`config.mk`:
```
export PLATFORM = sky130hd
export DESIGN_NAME = block_mover
export DESIGN_NICKNAME = d
export VERILOG_FILES = /design/src/rtl/block_mover.sv
export SDC_FILE = /design/constraint.sdc
export NUM_CORES = 1
export LEC_CHECK = 0
export ABC_CLOCK_PERIOD_IN_PS = 7600
export CORE_ASPECT_RATIO = 1.2
export CORE_MARGIN = 2
export CORE_UTILIZATION = 56
export DETAILED_ROUTE_END_ITERATION = 7
export PLACE_DENSITY = 0.83
export SLEW_MARGIN = 20
export SYNTH_ARGS = -nofsm -noshare
export SYNTH_HDL_FRONTEND = slang
export SYNTH_SLANG_ARGS = --single-unit
```
`constraint.sdc`:
```
create_clock -name Clk -period 7.6 [get_ports Clk]
set_clock_uncertainty 0.1 [all_clocks]
set_input_delay 1.52 -clock Clk [delete_from_list [all_inputs] [get_ports Clk]]
set_output_delay 1.52 -clock Clk [all_outputs]
set_load 0.1 [all_outputs]
```
`src/rtl/block_mover.sv`:
```
// block_mover: active-piece controller for the Tetris datapath.
//
// Spawns a pseudo-random tetromino on gen_flag, applies gravity and lateral
// moves with collision checks against the settled board, and reports landing
// (bottom_flag pulse) or spawn overflow (sticky top_flag).
//
// Parameters:
//   TICK_DIV   Clk cycles per gravity step
//   SPAWN_COL  anchor column for spawning
// Ports:
//   Clk, Reset     clock (rising edge), synchronous active-high reset
//   gen_flag       one-cycle spawn request, honoured only in IDLE
//   board[119:0]   settled cells, cell (r,c) is bit r*10+c, row 11 on top
//   btn_left/right debounced level inputs, acted on at rising edges
//   btn_drop       hard-drop level input (only with HARD_DROP_EN)
//   block[31:0]    four squares, square k at [31-8(k-1) -: 8] = {row, col}
//   bottom_flag    one-cycle landing pulse
//   top_flag       sticky spawn-collision flag
//   piece_id[2:0]  shape of the current piece, 1..7
//
// Optional feature: define HARD_DROP_EN to add btn_drop and hard-drop mode.
module block_mover #(
  parameter int unsigned TICK_DIV  = 25_000_000,
  parameter int unsigned SPAWN_COL = 4
) (
  input  logic         Clk,
  input  logic         Reset,
  input  logic         gen_flag,
  input  logic [119:0] board,
  input  logic         btn_left,
  input  logic         btn_right,
`ifdef HARD_DROP_EN
  input  logic         btn_drop,
`endif
  output logic [31:0]  block,
  output logic         bottom_flag,
  output logic         top_flag,
  output logic [2:0]   piece_id
);

  typedef enum logic [2:0] {StIdle, StSpawn, StFall, StLand, StLost} state_e;

  state_e            state_q;
  logic [2:0]        lfsr_q;
  logic [31:0]       tick_cnt_q;
  logic              pending_q;
  logic              left_q;
  logic              right_q;

  logic              left_edge, right_edge, lat_left, lat_right, tick;
  logic              drop_start, drop_active;
  logic              mv_lat, mv_down;
  logic signed [4:0] move_dr, move_dc;
  logic signed [4:0] cand_row [4];
  logic signed [4:0] cand_col [4];
  logic [31:0]       cand_block;
  logic              cand_ok;

  // Spawn position of a shape: offsets (drow, dcol) from anchor (10, SPAWN_COL).
  function automatic logic [31:0] spawn_block(input logic [2:0] id);
    logic [3:0]  up;  // drow per square, square 1 in bit 3
    int          dc [4];
    logic [31:0] blk;
    up = 4'b0000;
    dc = '{0, 0, 0, 0};
    case (id)
      3'd1:    begin up = 4'b1111; dc = '{-1, 0, 1,  2}; end
      3'd2:    begin up = 4'b1100; dc = '{ 0, 1, 0,  1}; end
      3'd3:    begin up = 4'b1110; dc = '{-1, 0, 1,  0}; end
      3'd4:    begin up = 4'b1100; dc = '{ 0, 1, -1, 0}; end
      3'd5:    begin up = 4'b1100; dc = '{-1, 0, 0,  1}; end
      3'd6:    begin up = 4'b1110; dc = '{-1, 0, 1, -1}; end
      3'd7:    begin up = 4'b1110; dc = '{-1, 0, 1,  1}; end
      default: ;
    endcase
    blk = '0;
    for (int k = 0; k < 4; k++) begin
      blk[31-8*k -: 4] = 4'(10 + (up[3-k] ? 1 : 0));
      blk[27-8*k -: 4] = 4'(int'(SPAWN_COL) + dc[k]);
    end
    return blk;
  endfunction

  // True when (r, c) lies on the board and is not occupied.
  function automatic logic cell_free(input logic signed [4:0] r,
                                     input logic signed [4:0] c,
                                     input logic [119:0]      brd);
    logic [6:0] idx;
    if (r < 5'sd0 || r > 5'sd11 || c < 5'sd0 || c > 5'sd9) return 1'b0;
    idx = 7'(r[3:0]) * 7'd10 + 7'(c[3:0]);
    return !brd[idx];
  endfunction

`ifdef HARD_DROP_EN
  logic drop_q;
  logic drop_mode_q;

  assign drop_start  = (state_q == StFall) && btn_drop && !drop_q && !drop_mode_q;
  assign drop_active = drop_mode_q;

  always_ff @(posedge Clk) begin
    if (Reset) begin
      drop_q      <= 1'b0;
      drop_mode_q <= 1'b0;
    end else begin
      drop_q <= btn_drop;
      if (state_q != StFall) drop_mode_q <= 1'b0;
      else if (drop_start)   drop_mode_q <= 1'b1;
    end
  end
`else
  assign drop_start  = 1'b0;
  assign drop_active = 1'b0;
`endif

  assign left_edge  = btn_left & ~left_q;
  assign right_edge = btn_right & ~right_q;
  // Simultaneous edges cancel each other.
  assign lat_left   = left_edge & ~right_edge;
  assign lat_right  = right_edge & ~left_edge;
  assign tick       = (tick_cnt_q == TICK_DIV - 1);

  // Move selection: drop mode, then lateral, then pending/new gravity.
  always_comb begin
    mv_lat  = 1'b0;
    mv_down = 1'b0;
    if (state_q == StFall && !drop_start) begin
      if (drop_active)                mv_down = 1'b1;
      else if (lat_left || lat_right) mv_lat  = 1'b1;
      else                            mv_down = pending_q | tick;
    end
    move_dr = mv_down ? -5'sd1 : 5'sd0;
    move_dc = !mv_lat ? 5'sd0 : (lat_left ? -5'sd1 : 5'sd1);
  end

  // Candidate position; with a zero move this is the spawn-collision check.
  always_comb begin
    cand_ok    = 1'b1;
    cand_block = '0;
    for (int k = 0; k < 4; k++) begin
      cand_row[k] = $signed({1'b0, block[31-8*k -: 4]}) + move_dr;
      cand_col[k] = $signed({1'b0, block[27-8*k -: 4]}) + move_dc;
      cand_block[31-8*k -: 8] = {cand_row[k][3:0], cand_col[k][3:0]};
      if (!cell_free(cand_row[k], cand_col[k], board)) cand_ok = 1'b0;
    end
  end

  always_ff @(posedge Clk) begin
    if (Reset) begin
      state_q     <= StIdle;
      block       <= '0;
      piece_id    <= '0;
      bottom_flag <= 1'b0;
      top_flag    <= 1'b0;
      lfsr_q      <= 3'b001;
      tick_cnt_q  <= '0;
      pending_q   <= 1'b0;
      left_q      <= 1'b0;
      right_q     <= 1'b0;
    end else begin
      left_q      <= btn_left;
      right_q     <= btn_right;
      bottom_flag <= 1'b0;
      unique case (state_q)
        StIdle: begin
          if (gen_flag) begin
            block    <= spawn_block(lfsr_q);
            piece_id <= lfsr_q;
            lfsr_q   <= {lfsr_q[1:0], lfsr_q[2] ^ lfsr_q[1]};
            state_q  <= StSpawn;
          end
        end
        StSpawn: begin
          if (!cand_ok) begin
            top_flag <= 1'b1;
            state_q  <= StLost;
          end else begin
            tick_cnt_q <= '0;
            pending_q  <= 1'b0;
            state_q    <= StFall;
          end
        end
        StFall: begin
          tick_cnt_q <= tick ? '0 : tick_cnt_q + 32'd1;
          if (mv_lat) begin
            if (tick)    pending_q <= 1'b1;
            if (cand_ok) block     <= cand_block;
          end else if (mv_down) begin
            pending_q <= 1'b0;
            if (cand_ok) block   <= cand_block;
            else         state_q <= StLand;
          end
        end
        StLand: begin
          bottom_flag <= 1'b1;
          state_q     <= StIdle;
        end
        StLost: top_flag <= 1'b1;
        default: state_q <= StIdle;
      endcase
    end
  end

endmodule
```
==> results.yml <==
run_status:
  outcome: "completed"
synth:
  syn_avg_cell_area_um2: 9.93
  synth_xor_area_share_pct: 3.51
  synth_ff_type: "dfxtp_1"
  yosys_warnings: 0
  yosys_register_bits: 76
  synth_edf_count: 0
  yosys.area_share.simple_pct: 16.0
  synthArstFlopShare_pct: 0
  synthAdderAreaFrac_pct: 11.3
  synth_top_family_by_area: "multiplexers"
  synth_cell_types: 76
  synthCells: 980
  syn_area_um2: 9730
  muxShareOfSynthArea_pct: 33.2
  ys_seq_area_share_pct: 15.6
  synth_compound_area_share_pct: 15.1
  synthesis.nets: 1183
clock_tree:
  cts_setup_buffers: 0
  clock-root-buffer: "clkbuf_16"
  insertion_delay_ns: 0.34
  cts_htree_levels: 3
  cts_buffer_depth: 2
  cts.sinks: 76
  numCtsBuffers: 9
  cts_hold_buf: 0
  post_cts_resized: 0
  cts_tree: "yes"
  clk_pin_slew_ns: 0.06
setup_path:
  worst_setup_path_end_kind: "flip-flop"
  cp_common_cell: "ha_1"
  required_ns: 7.75
  cpMaxStageDelayCell: "fa_1"
  worstPathArrival_ns: 7.38
  crit_buf_inv: 6
  crit_family: "adder cells"
  max_stage_delay_ns: 0.53
  critPathKind: "in -> reg"
  startpoint_type: "input port"
  path_max_fanout: 11
finish:
  antenna_cells: 0
  fin_cells: 1357
  design_area_um2: 12000
  nNetsFinal: 1339
  fillers: 1246
  area_delta_synth_final_pct: 23.3
  drive_gt1_share_pct: 18.8
grt:
  gr-usage-all-layers_pct: 33.9
  gr-total-overflow: 0
  grt_max_degree: 65
  busiest_layer: "met2"
  grt_pass1_vias: 9559
  gr-usage-met1_pct: 42.8
  met2_usage_pct: 58.5
  grt_pass1_wl_um: 50300
  grt_antenna_before_repair: 0
  use_met3_pct: 3.92
power:
  ir_worst_vdd_mv: 0.127
  total_power_mw: 2.55
  p_per_area_nw_per_um2: 213
  leakage_nw: 4.54
  clockPowerShare_pct: 18.3
  power.share.sequential_pct: 18.2
  pwr-share-comb_pct: 63.4
  intPower_mw: 1.43
  p_sw_share_pct: 44.1
  power.switching_mw: 1.13
placement:
  dp.final_hpwl_um: 24800
  dpl.cell_count: 1341
  portBuffers: 161
  placed_area_um2: 11700
  finalWeightedCongestion: 1.03
sta:
  period_needed_ns: 7.23
  whs_ns: 0.368
  setup-violations-final: 0
  finalHoldViolations: 0
  relSlewSlack_pct: 28.9
  drv_slew: 0
  tightestPinTransition_ns: 1.07
  period_share_pct: 95.1
  fmax_ghz: 0.138
  rsz0062_at_grt: "false"
  finalSetupTns_ns: 0
drt:
  drt_pass1_iterations: 5
  viasPerCell: 7.16
  drc: 0
  drtIter0Drc: 1182
  via_count: 9710
  ant_nets: 0
  wl_per_cell_um: 23.3
  routed_wl_um: 31600
floorplan:
  die-area_um2: 18500
  start_util_pct: 57.5
  ios: 162
  row_count: 52
  design.core.area_um2: 16900
  fp.dieH_um: 148
  die_x_um: 124
hold_path:
  min_path_type: "reg -> reg"
run:
  maxCapViolCount: 0
==> layer usage <==
metal / vias up / part of all wire (%)
li1: 4237 / -
met1: 4667 / 36
met2: 688 / 50
met3: 118 / 9.1
met4: 0 / 4.8
met5: - / 0
==> stage by stage <==
step                      util, %  setup WS (ns)
after global placement       69.0          0.289
after CTS                    70.9          0.467
final                        70.9          0.369
after floorplan                 -          0.691
after detailed placement     69.0          0.172
after global routing         70.9       0.000959
==> worst reg2reg max path: stages, from the launching register on <==
cell	delay, ns
dfxtp_1	0.34
nor4_1	0.48
and3_1	0.24
and4b_1	0.19
buf_4	0.18
o211a_1	0.32
buf_4	0.19
ha_1	0.19
inv_1	0.07
fa_1	0.40
xor2_1	0.22
inv_1	0.11
ha_1	0.21
ha_1	0.19
fa_1	0.53
a21bo_2	0.24
o22ai_1	0.20
buf_4	0.20
mux2_2	0.34
o22ai_1	0.14
nor3_1	0.08
a22oi_1	0.19
and4_1	0.30
and3_1	0.31
buf_4	0.22
nor3_1	0.07
a311oi_1	0.23
==> sequential cells by signal (all words and copies together) (netlist names) <==
signal	flops
state_q	3
block	32
top_flag	1
tick_cnt_q	32
right_q	1
pending_q	1
left_q	1
piece_id	3
lfsr_q	1
bottom_flag	1
==> cells in the final DEF (no fill, tap or decap), types with 20 or more instances in the layout <==
cell type,count
a311oi_1,29
nand2_1,89
inv_1,33
nor2_1,42
nor3_1,30
buf_4,54
mux4_2,121
a21oi_1,45
clkdlybuf4s50_1,160
ha_1,59
dfxtp_1,76
nand3_1,45
xnor2_1,20
o21ai_0,26
mux2i_1,42
==> logic make-up (layout without fill, tap and decap cells) <==
| logic type | count (synthesis) | after routing |
|---|---|---|
| AO/OA/AOI/OAI | 207 | 207 |
| flip-flops | 76 | 76 |
| multiplexers | 169 | 169 |
| AND/OR/NAND/NOR | 305 | 305 |
| buffers and inverters | 106 | 267 |
| XOR/XNOR | 39 | 39 |
| adder cells (fa/ha/maj) | 78 | 78 |
==> path summary, 6_finish.rpt <==
path	cells after the start	slack [ns]	end	startpoint
setup reg to reg	26	1.05	block[23]$_SDFFE_PP0P_	tick_cnt_q[28]$_SDFFE_PP0P_
hold / removal	2	0.37	piece_id[2]$_SDFFE_PP0P_	piece_id[2]$_SDFFE_PP0P_
setup / recovery	25	0.37	block[23]$_SDFFE_PP0P_	btn_left
hold reg to reg	2	0.37	piece_id[2]$_SDFFE_PP0P_	piece_id[2]$_SDFFE_PP0P_
==> area by class of cell <==
class | count | area (µm²) | area share (%)
repair buffers | 217 | 2050 | 17.1
clock inverters | 7 | 98.8 | 0.824
multi-input cells | 798 | 7700 | 64.2
flip-flops and latches | 76 | 1520 | 12.7
inverters | 34 | 128 | 1.06
clock buffers | 9 | 225 | 1.88
well taps | 216 | 270 | 2.25
==> synthesized netlist by cell type (4+ instances only) <==
cell type  instances  area [µm²]
a2111oi_0          5        43.8
a211oi_1           7        52.6
a21o_1            19         143
a21oi_1           45         225
a221oi_1           4        35.0
a311o_1            4        40.0
a311oi_1          29         254
a31oi_1           12        75.1
a32o_1             4        40.0
a41oi_1            4        35.0
and2_1             4        25.0
and3_1            12        75.1
and4_1             5        43.8
buf_2             16        80.1
buf_4             11        82.6
clkbuf_1          36         135
dfxtp_1           76        1520
fa_1              16         320
ha_1              62         776
inv_1             33         124
mux2_2             5        56.3
mux2i_1           42         420
mux4_2           121        2730
nand2_1           89         334
nand2b_1           6        37.5
nand3_1           45         225
nand4_1           16         100
nor2_1            43         161
nor2b_1           11        68.8
nor3_1            30         150
nor4_1            17         106
nor4b_1            5        43.8
o211ai_1           6        45.0
o21ai_0           26         130
o21ai_1            6        30.0
o2bb2ai_1          5        43.8
o31ai_1            4        30.0
or3_1              5        31.3
xnor2_1           20         175
xor2_1            19         166
==> power by group through the flow <==
| stage | clock (mW) | sequential, mW | combinational, mW |
|---|---|---|---|
| 2_1_floorplan | 0 | 0.603 | 0.975 |
| 3_3_place_gp | 0 | 0.472 | 1.56 |
| 3_5_place_dp | 0 | 0.472 | 1.59 |
| 4_1_cts | 0.469 | 0.464 | 1.59 |
| 5_1_grt | 0.484 | 0.469 | 1.70 |
| 6_report | 0.467 | 0.466 | 1.62 |
(Power assumes the default switching activity.)
